### src/rtl/id_imm_ctrl.sv
// Decode-stage immediate controller: classifies fetched instructions,
// generates the immediate, and buffers results in a 2-entry skid buffer.

// Immediate generator: builds the extended immediate for the selected format.
module id_imm_immgen (
    input  logic [31:7] i_inst,
    input  logic [2:0]  i_imm_type,
    output logic [31:0] o_imm_c
);

    // Format select; the opcode bits never contribute to an immediate
    always_comb begin
        o_imm_c = 32'h0;
        case (i_imm_type)
            3'd0: o_imm_c = {{20{i_inst[31]}}, i_inst[31:20]};
            3'd1: o_imm_c = {{20{i_inst[31]}}, i_inst[31:25], i_inst[11:7]};
            3'd2: o_imm_c = {{19{i_inst[31]}}, i_inst[31], i_inst[7],
                             i_inst[30:25], i_inst[11:8], 1'b0};
            3'd3: o_imm_c = {i_inst[31:12], 12'h000};
            3'd4: o_imm_c = {{11{i_inst[31]}}, i_inst[31], i_inst[19:12],
                             i_inst[20], i_inst[30:21], 1'b0};
            default: o_imm_c = 32'h0;
        endcase
    end

endmodule

module id_imm_ctrl #(
    parameter int unsigned PC_W  = 32,
    parameter int unsigned CNT_W = 16
) (
    input  logic             clk,
    input  logic             rst_n,
    input  logic             in_valid,
    output logic             in_ready,
    input  logic [31:0]      in_inst,
    input  logic [PC_W-1:0]  in_pc,
    input  logic             flush,
    output logic             out_valid,
    input  logic             out_ready,
    output logic [31:0]      out_inst,
    output logic [PC_W-1:0]  out_pc,
    output logic [31:0]      out_imm,
    output logic [2:0]       out_imm_type,
    output logic             out_has_imm,
    output logic             out_illegal,
    output logic [CNT_W-1:0] illegal_cnt
);

    localparam int unsigned INST_W = 32;
    localparam int unsigned TYPE_W = 3;

    localparam logic [TYPE_W-1:0] IMM_I = 3'd0;
    localparam logic [TYPE_W-1:0] IMM_S = 3'd1;
    localparam logic [TYPE_W-1:0] IMM_B = 3'd2;
    localparam logic [TYPE_W-1:0] IMM_U = 3'd3;
    localparam logic [TYPE_W-1:0] IMM_J = 3'd4;

    typedef struct packed {
        logic [INST_W-1:0] inst;
        logic [PC_W-1:0]   pc;
        logic [31:0]       imm;
        logic [TYPE_W-1:0] imm_type;
        logic              has_imm;
        logic              illegal;
    } entry_t;

    typedef enum logic [1:0] {
        ST_EMPTY = 2'd0,
        ST_ONE   = 2'd1,
        ST_FULL  = 2'd2
    } state_t;

    state_t             r_state;
    state_t             w_state_nx;
    logic               r_in_ready;
    logic               r_out_valid;
    entry_t             r_out;
    entry_t             r_skid;
    logic [CNT_W-1:0]   r_illegal_cnt;

    logic               w_has_imm;
    logic               w_illegal;
    logic [TYPE_W-1:0]  w_imm_type;
    logic [31:0]        w_imm_raw;
    entry_t             w_entry_in;
    logic               w_accept;
    logic               w_pop;
    logic               w_load_out_in;
    logic               w_load_out_skid;
    logic               w_load_skid;
    logic               w_cnt_inc;

    // Opcode classification; every legal opcode ends in 2'b11
    always_comb begin
        w_has_imm  = 1'b0;
        w_imm_type = IMM_I;
        w_illegal  = 1'b0;
        case (in_inst[6:0])
            7'b0000011, 7'b0010011, 7'b1100111, 7'b1110011, 7'b0001111: begin
                w_has_imm  = 1'b1;
                w_imm_type = IMM_I;
            end
            7'b0100011: begin
                w_has_imm  = 1'b1;
                w_imm_type = IMM_S;
            end
            7'b1100011: begin
                w_has_imm  = 1'b1;
                w_imm_type = IMM_B;
            end
            7'b0110111, 7'b0010111: begin
                w_has_imm  = 1'b1;
                w_imm_type = IMM_U;
            end
            7'b1101111: begin
                w_has_imm  = 1'b1;
                w_imm_type = IMM_J;
            end
            7'b0110011: begin
                w_has_imm  = 1'b0;
            end
            default: begin
                w_illegal  = 1'b1;
            end
        endcase
    end

    id_imm_immgen u_immgen (
        .i_inst     (in_inst[31:7]),
        .i_imm_type (w_imm_type),
        .o_imm_c    (w_imm_raw)
    );

    // Entry assembled from the incoming instruction; immediate forced to 0 when absent
    always_comb begin
        w_entry_in          = '0;
        w_entry_in.inst     = in_inst;
        w_entry_in.pc       = in_pc;
        w_entry_in.imm      = w_has_imm ? w_imm_raw : 32'h0;
        w_entry_in.imm_type = w_imm_type;
        w_entry_in.has_imm  = w_has_imm;
        w_entry_in.illegal  = w_illegal;
    end

    assign w_accept = in_valid && r_in_ready;
    assign w_pop    = r_out_valid && out_ready;

    // State register; ready/valid are registered from the next state
    always_ff @(posedge clk) begin
        if (!rst_n) begin
            r_state     <= ST_EMPTY;
            r_in_ready  <= 1'b1;
            r_out_valid <= 1'b0;
        end else begin
            r_state     <= w_state_nx;
            r_in_ready  <= (w_state_nx != ST_FULL);
            r_out_valid <= (w_state_nx != ST_EMPTY);
        end
    end

    // Next-state logic; flush overrides any accept or pop
    always_comb begin
        w_state_nx = r_state;
        if (flush) begin
            w_state_nx = ST_EMPTY;
        end else begin
            case (r_state)
                ST_EMPTY: if (w_accept) w_state_nx = ST_ONE;
                ST_ONE: begin
                    if (w_accept && !w_pop)      w_state_nx = ST_FULL;
                    else if (!w_accept && w_pop) w_state_nx = ST_EMPTY;
                end
                ST_FULL:  if (w_pop) w_state_nx = ST_ONE;
                default:  w_state_nx = ST_EMPTY;
            endcase
        end
    end

    // Datapath load controls per state
    always_comb begin
        w_load_out_in   = 1'b0;
        w_load_out_skid = 1'b0;
        w_load_skid     = 1'b0;
        w_cnt_inc       = 1'b0;
        if (!flush) begin
            w_cnt_inc = w_accept && w_illegal;
            case (r_state)
                ST_EMPTY: w_load_out_in = w_accept;
                ST_ONE: begin
                    w_load_out_in = w_accept && w_pop;
                    w_load_skid   = w_accept && !w_pop;
                end
                ST_FULL:  w_load_out_skid = w_pop;
                default: begin
                    w_load_out_in = 1'b0;
                end
            endcase
        end
    end

    // Output and skid payload registers
    always_ff @(posedge clk) begin
        if (!rst_n) begin
            r_out  <= '0;
            r_skid <= '0;
        end else begin
            if (w_load_out_in) begin
                r_out <= w_entry_in;
            end else if (w_load_out_skid) begin
                r_out <= r_skid;
            end
            if (w_load_skid) begin
                r_skid <= w_entry_in;
            end
        end
    end

    // Saturating count of accepted illegal encodings
    always_ff @(posedge clk) begin
        if (!rst_n) begin
            r_illegal_cnt <= '0;
        end else if (w_cnt_inc && (r_illegal_cnt != {CNT_W{1'b1}})) begin
            r_illegal_cnt <= r_illegal_cnt + CNT_W'(1);
        end
    end

    assign in_ready     = r_in_ready;
    assign out_valid    = r_out_valid;
    assign out_inst     = r_out.inst;
    assign out_pc       = r_out.pc;
    assign out_imm      = r_out.imm;
    assign out_imm_type = r_out.imm_type;
    assign out_has_imm  = r_out.has_imm;
    assign out_illegal  = r_out.illegal;
    assign illegal_cnt  = r_illegal_cnt;

endmodule

### config.mk
export PLATFORM = sky130hd
export DESIGN_NAME = id_imm_ctrl
export DESIGN_NICKNAME = d
export VERILOG_FILES = /design/src/rtl/id_imm_ctrl.sv
export SDC_FILE = /design/constraint.sdc
export NUM_CORES = 1
export LEC_CHECK = 0
export ABC_AREA = 1
export BUFFER_PORTS_ARGS = -buffer_cell sky130_fd_sc_hd__buf_2
export CAP_MARGIN = 20
export CORE_MARGIN = 2
export CORE_UTILIZATION = 40
export DETAILED_ROUTE_END_ITERATION = 8
export GPL_TIMING_DRIVEN = 0
export PLACE_DENSITY_LB_ADDON = 0.2
export RECOVER_POWER = 100
export SYNTH_ARGS = -nofsm -noshare
export SYNTH_HDL_FRONTEND = slang
export SYNTH_SLANG_ARGS = --single-unit
### constraint.sdc
create_clock -name clk -period 2.85 [get_ports clk]
set_clock_uncertainty 0.2 [all_clocks]
set_input_delay 0.1425 -clock clk [delete_from_list [all_inputs] [get_ports clk]]
set_output_delay 0.1425 -clock clk [all_outputs]
set_load 0.02 [all_outputs]
==> qor.csv, run 1 <==
metric;value;unit
clk_path_buf_depth;3;
power_frac_comb;0.104;
clock_power_share;0.447;
antenna_found_initial;0;
synthCells;1276;
cp_num_buf_inv;3;
r2r-start;in_ready;
fill_cells;2282;
numCtsBuffers;25;
synth_edf_count;0;
critPathSlowestCell;dfxtp_1;
p_int;0.00548;W
hpwl;21400;um
die_h;157;um
wl_met1;14100;um
seq_area_frac_synth;0.475;
finalCritPeriodShare;0.849;
ys_types;36;
clk_latency;0.52;ns
path_depth;9;
nNetsFinal;1627;
final_cell_mix;453 x nand2_1, 222 x dfxtp_1, 187 x clkbuf_1;
switching_share;0.250;
num_antenna_cells;0;
status;complete, no violations;
leakage;4.56;nW
worst_slew_pin_slew;0.659;ns
cts_resized;0;
async_reset_ff_frac;0;
setup.worst_path.end;out_inst[22];
synthToLayoutAreaGrowth;28.4;%
start_util;0.411;
critPathCaptureType;register;
drc;0;
io_pins;188;
drt_iter0_markers;736;
crit_family;simple AND/OR/NAND/NOR gates;
startpoint;in_ready;
grt_overflow_total;0;
fin_crit;2.42;ns
dieArea;0.0246;mm^2
p_per_area;608;mW/mm^2
grt_max_degree;13;
numClockSinks;222;
wirelength;30500;um
r2r_end;out_inst[22];
core_area;0.0228;mm^2
ant_nets;0;
synth_area;0.00936;mm^2
wl_met3;2000;um
path_clk_slew;0.06;ns
cts_setup_buffers;0;
ys.flop_type;dfxtp_1;
htreeDepth;1;
rrSetupSlack;0.43;ns
grt_pass1_vias;8886;
syn_area_per_cell;7.33;um^2
synth_top_cell_by_area;dfxtp_1;
finalSetupTns;0;ns
ir_drop;0.332;mV
reg2reg_depth;9;
syn_nets;1346;
critPathKind;reg2reg;
cts_tree;built;
grt_pass1_wl;47700;um
wl_met2;13400;um
hp-start;rst_n;
slew_violations;0;
ys_ff_latch;222;
drt_first_pass_iters;5;
setup_violations;0;
p_switching;0.00183;W
yosys_warnings;0;
layout_commonest_cell;nand2_1;
placement_rows;55;
num_vias;9723;
synth_top_area_frac;0.475;
pwr-share-seq;0.448;
setup.worst_path.start_class;register;
vias_per_cell;5.15;
relSlewSlack;0.561;
arrival;2.59;ns
path_max_fanout;10;
routabilityCongestion;0.940;
max_cap_viol_count;0;
whs;0.0430;ns
cp_common_cell;nand2_1;
avgRoutedWirePerCell;16.1;um
hold_buffers;67;
highest_layer;met4;
crit_chain;nand2_1 -> nor2_4 -> nand3_2 -> nand2_1 -> inv_1 -> buf_2 -> buf_2 -> nand2_1 -> a31oi_1;
cts_root_buf;clkbuf_16;
worst_path_largest_cell_delay;0.37;ns
portBuffers;187;
grt_usage;0.242;
hold_class;in2reg;
max_clock_freq;0.414;GHz
critPathRequiredTime;3.02;ns
synth_area_leaders;dfxtp_1 47%, nand2_1 18%, a21oi_1 7.8%;
drive_above_1_share;0.109;
rsz0062_at_grt;no;
die_x;157;um
hold_viol_final;0;
[power by group through the flow]
| stage | clock (W) | sequential [W] | combinational (W) |
|---|---|---|---|
| floorplan | 0 | 0.00343 | 0.000328 |
| finish | 0.00327 | 0.00327 | 0.000763 |
| global placement | 0 | 0.00334 | 0.000704 |
| detailed placement | 0 | 0.00334 | 0.000709 |
| CTS | 0.00332 | 0.00327 | 0.000783 |
| global route | 0.00346 | 0.00328 | 0.000836 |
[cell families (layout without fill, tap and decap cells)]
group / count (synthesis) / count (layout) / share of synthesized area
adders and majority gates: 1 / 1 / 0.00134
AOI/OAI and AO/OA: 317 / 317 / 0.185
buffers and inverters: 137 / 436 / 0.0642
and+or+nand+nor: 590 / 590 / 0.266
DFF: 222 / 222 / 0.475
xor gates and xnor gates: 9 / 9 / 0.00842
[per-stage QoR]
stage	area [um^2]	setup WS, ns	util	power, W	std cells
2_1_floorplan	9360	0.879	-	0.00376	1276
3_3_place_gp	10700	0.418	0.469	0.00404	1776
3_5_place_dp	10700	0.463	0.469	0.00405	1776
4_1_cts	12200	0.435	0.535	0.00738	1888
5_1_grt	12000	0.120	0.528	0.00758	1888
6_report	12000	0.432	0.528	0.00730	1888
[worst min-delay path by stage]
stage / endpoint / slack, ns / depth (start not counted)
after floorplan: r_skid[37] / 0.09 / 2
after global placement: r_skid[39] / 0.21 / 3
after detailed placement: r_skid[66] / 0.21 / 3
after CTS: out_imm[1] / 0.004 / 4
after global routing: out_imm[31] / 0.05 / 4
final: out_imm[1] / 0.04 / 4
[cells in the mapped netlist (2+ instances only)]
library cell and instances:
inv_2 7, nor3_1 3, clkbuf_1 53, nor2_1 36, dfxtp_1 222, o22ai_1 6, nor2_4 2, nand2_2 4
nor2_2 4, o21ai_2 5, buf_6 6, a31oi_1 68, xor2_1 5, a21oi_1 146, nand2_4 2, nand3_2 10
a21oi_2 3, buf_2 31, inv_1 39, o211ai_1 3, nand2_1 453, xnor2_1 4, o221ai_1 2, nand3_1 53
o21ai_0 81, nand4_1 18
[area by class of cell]
type                    instances  area [um^2]  share of cell area
clock inverters                 5         77.6             0.00646
inverters                      47          179              0.0149
multi-input cells             917         4290               0.357
clock buffers                  40          762              0.0634
well taps                     313          392              0.0326
plain buffers                  90          412              0.0343
flip-flops and latches        222         4440               0.370
repair buffers                254         1460               0.121
[tightest hold or removal path, delay by kind of cell]
kind / cells / cell delay (ns)
buffers and inverters: 2 / 0.38
AO/OA/AOI/OAI: 1 / 0.03
AND/OR/NAND/NOR: 1 / 0.15
[per-layer routing]
layer	vias to the layer above	track usage
li1	4818	-
met1	4487	0.340
met2	353	0.380
met3	65	0.0380
met4	0	0.0799
met5	-	0
[sequential cells by signal, summed over array words and instances, names as in the netlist]
name	flops
out_illegal	1
out_pc	32
in_ready	1
out_valid	1
out_imm_type	3
r_state	2
out_inst	32
out_has_imm	1
r_skid	101
out_imm	32
illegal_cnt	16
Note: power is estimated with default switching activity, not from simulation.
==> inputs of run 2 (changes only) <==
--- a/config.mk
+++ b/config.mk
@@ -5,7 +5,7 @@
 export SDC_FILE = /design/constraint.sdc
 export NUM_CORES = 1
 export LEC_CHECK = 0
-export ABC_AREA = 1
+export ABC_AREA = 0
 export BUFFER_PORTS_ARGS = -buffer_cell sky130_fd_sc_hd__buf_2
 export CAP_MARGIN = 20
 export CORE_MARGIN = 2
==> constraint.sdc (replaced) <==
create_clock -name clk -period 2.5 [get_ports clk]
set_clock_uncertainty 0.2 [all_clocks]
set_input_delay 0.125 -clock clk [delete_from_list [all_inputs] [get_ports clk]]
set_output_delay 0.125 -clock clk [all_outputs]
set_load 0.02 [all_outputs]
==> qor.csv, run 2 <==
metric;value;unit
numCtsBuffers;25;
synth_top_area_frac;0.465;
io_pins;188;
status;complete, no violations;
critPathKind;reg2reg;
fill_cells;2313;
p_int;0.00637;W
antenna_found_initial;0;
setup_violations;0;
grt_usage;0.251;
worst_slew_pin_slew;0.684;ns
clock_power_share;0.454;
hpwl;22400;um
finalCritPeriodShare;0.963;
drive_above_1_share;0.119;
final_cell_mix;353 x nand2_1, 222 x dfxtp_1, 177 x clkbuf_1;
clk_latency;0.52;ns
async_reset_ff_frac;0;
path_max_fanout;8;
num_antenna_cells;0;
p_per_area;686;mW/mm^2
critPathRequiredTime;2.70;ns
core_area;0.0235;mm^2
wl_met1;14800;um
wl_met2;14900;um
start_util;0.407;
fin_crit;2.41;ns
seq_area_frac_synth;0.465;
syn_area_per_cell;7.98;um^2
synth_edf_count;0;
wirelength;32500;um
p_switching;0.00215;W
whs;0.0410;ns
synthToLayoutAreaGrowth;30.1;%
max_cap_viol_count;0;
avgRoutedWirePerCell;17.9;um
grt_max_degree;13;
wl_met3;2060;um
path_clk_slew;0.06;ns
vias_per_cell;5.47;
critPathCaptureType;register;
ant_nets;0;
placement_rows;56;
htreeDepth;1;
crit_chain;clkbuf_4 -> nand2b_4 -> o21ai_0 -> a32oi_1 -> dlygate4sd3_1 -> nor2_1 -> dlygate4sd3_1;
portBuffers;184;
num_vias;9922;
yosys_warnings;0;
ys_top_cells_by_count;355 x nand2_1, 222 x dfxtp_1, 116 x a21oi_1;
syn_nets;1267;
pwr-share-seq;0.437;
cp_common_cell;dlygate4sd3_1;
grt_pass1_vias;9080;
stdcell_count;1813;
ir_drop;0.613;mV
critPathSlowestCell;dlygate4sd3_1;
synth_top_cell_by_area;dfxtp_1;
final_core_util;0.529;
synth_area_leaders;dfxtp_1 47%, nand2_1 14%, a21oi_1 6.1%;
worst_path_largest_cell_delay;0.58;ns
routabilityCongestion;0.915;
synth_area;0.00956;mm^2
dp_cells;1700;
slew_violations;0;
cts_tree;built;
die_h;159;um
die_x;159;um
hold_class;in2reg;
relSlewSlack;0.544;
numClockSinks;222;
setup.worst_path.start_class;register;
drt_iter0_markers;717;
top_register;r_skid;
leakage;4.51;nW
ys_ff_latch;222;
drc;0;
synth_most_common_cell;nand2_1;
hold_viol_final;0;
highest_layer;met4;
power_frac_comb;0.109;
ys_types;57;
arrival;2.61;ns
largest_reg_flops;101;
grt_pass1_wl;49700;um
nNetsFinal;1550;
dieArea;0.0251;mm^2
clk_path_buf_depth;3;
layout_commonest_cell;nand2_1;
synthCells;1197;
ys.flop_type;dfxtp_1;
grt_overflow_total;0;
drt_first_pass_iters;5;
switching_share;0.252;
cts_root_buf;clkbuf_16;
max_clock_freq;0.415;GHz
run 2: cell count changes in the layout (fill, tap and decap cells not counted), sizes merged, moves of 16 or more:
cell,before,now
nand2,459,355
o21ai,87,11
a31oi,68,0
a311oi,0,65
inv,47,8
nand3,64,25
nor2,42,76
a21oi,149,120
clkbuf,220,246
or4,0,23
o2bb2ai,0,18
mux2i,0,17
buf,97,81
nor4,0,16
run 2: cell families after synthesis:
logic type / count (synthesis) / share of synthesized area
and+or+nand+nor: 559 / 0.258
AOI/OAI and AO/OA: 281 / 0.208
DFF: 222 / 0.465
buffers and inverters: 117 / 0.0500
muxes: 17 / 0.0178
adders and majority gates: 1 / 0.00131
run 2: worst max-delay path: cells and delay by family (launching register included):
family | cells | cell delay [ns]
buffers and inverters | 3 | 1.31
flip-flops | 1 | 0.30
AND/OR/NAND/NOR | 2 | 0.19
AO/OA/AOI/OAI | 2 | 0.29
run 2: worst paths after layout:
path	from	end	slack, ns	cells after the start
worst min register to register	r_skid[56]	r_skid[56]	0.25	2
worst max register to register	r_state[0]	r_state[0]	0.09	7
worst min-delay path	in_inst[6]	out_inst[6]	0.04	4
worst max-delay path	r_state[0]	r_state[0]	0.09	7
run 2: stage by stage:
stage                     TNS (ns)  power (W)  area (um^2)  setup WS, ns
after floorplan                  0    0.00428         9560         0.395
after global placement      -30.44    0.00463        10900        -0.379
after detailed placement    -34.65    0.00464        10900        -0.383
after CTS                        0    0.00856        12500       0.00531
after global routing       -0.0222    0.00880        12400      -0.00619
final                            0    0.00852        12400        0.0923
run 2: repair_timing:
| item | in CTS | in global routing |
|---|---|---|
| hold endpoints to repair | 172 | 0 |
| setup buffers | 0 | 2 |
| gates resized for setup | 15 | 63 |
| pin swaps | 0 | 1 |
| setup endpoints to repair | 164 | 195 |
| hold buffers | 71 | 0 |
run 2: power by group through the flow:
| stage | Sequential (W) | Combinational [W] | Clock, W |
|---|---|---|---|
| finish | 0.00373 | 0.000928 | 0.00387 |
| global placement | 0.00379 | 0.000833 | 0 |
| detailed placement | 0.00380 | 0.000840 | 0 |
| CTS | 0.00372 | 0.000932 | 0.00391 |
| floorplan | 0.00391 | 0.000370 | 0 |
| global route | 0.00373 | 0.00101 | 0.00405 |
run 2: layout make-up:
cell class	count	area, um^2	share of cell area
buffer	108	503	0.0405
clock buffer	33	716	0.0576
clock inverter	8	140	0.0113
inverter	8	30.0	0.00242
multi-input combinational	858	4700	0.378
sequential	222	4440	0.358
tap	319	399	0.0321
timing repair buffer	257	1500	0.121
run 2: layer usage:
metal | GRT usage | vias up
met1 | 0.349 | 4706
met3 | 0.0367 | 58
met5 | 0 | -
met4 | 0.0588 | 0
li1 | - | 4793
met2 | 0.409 | 365
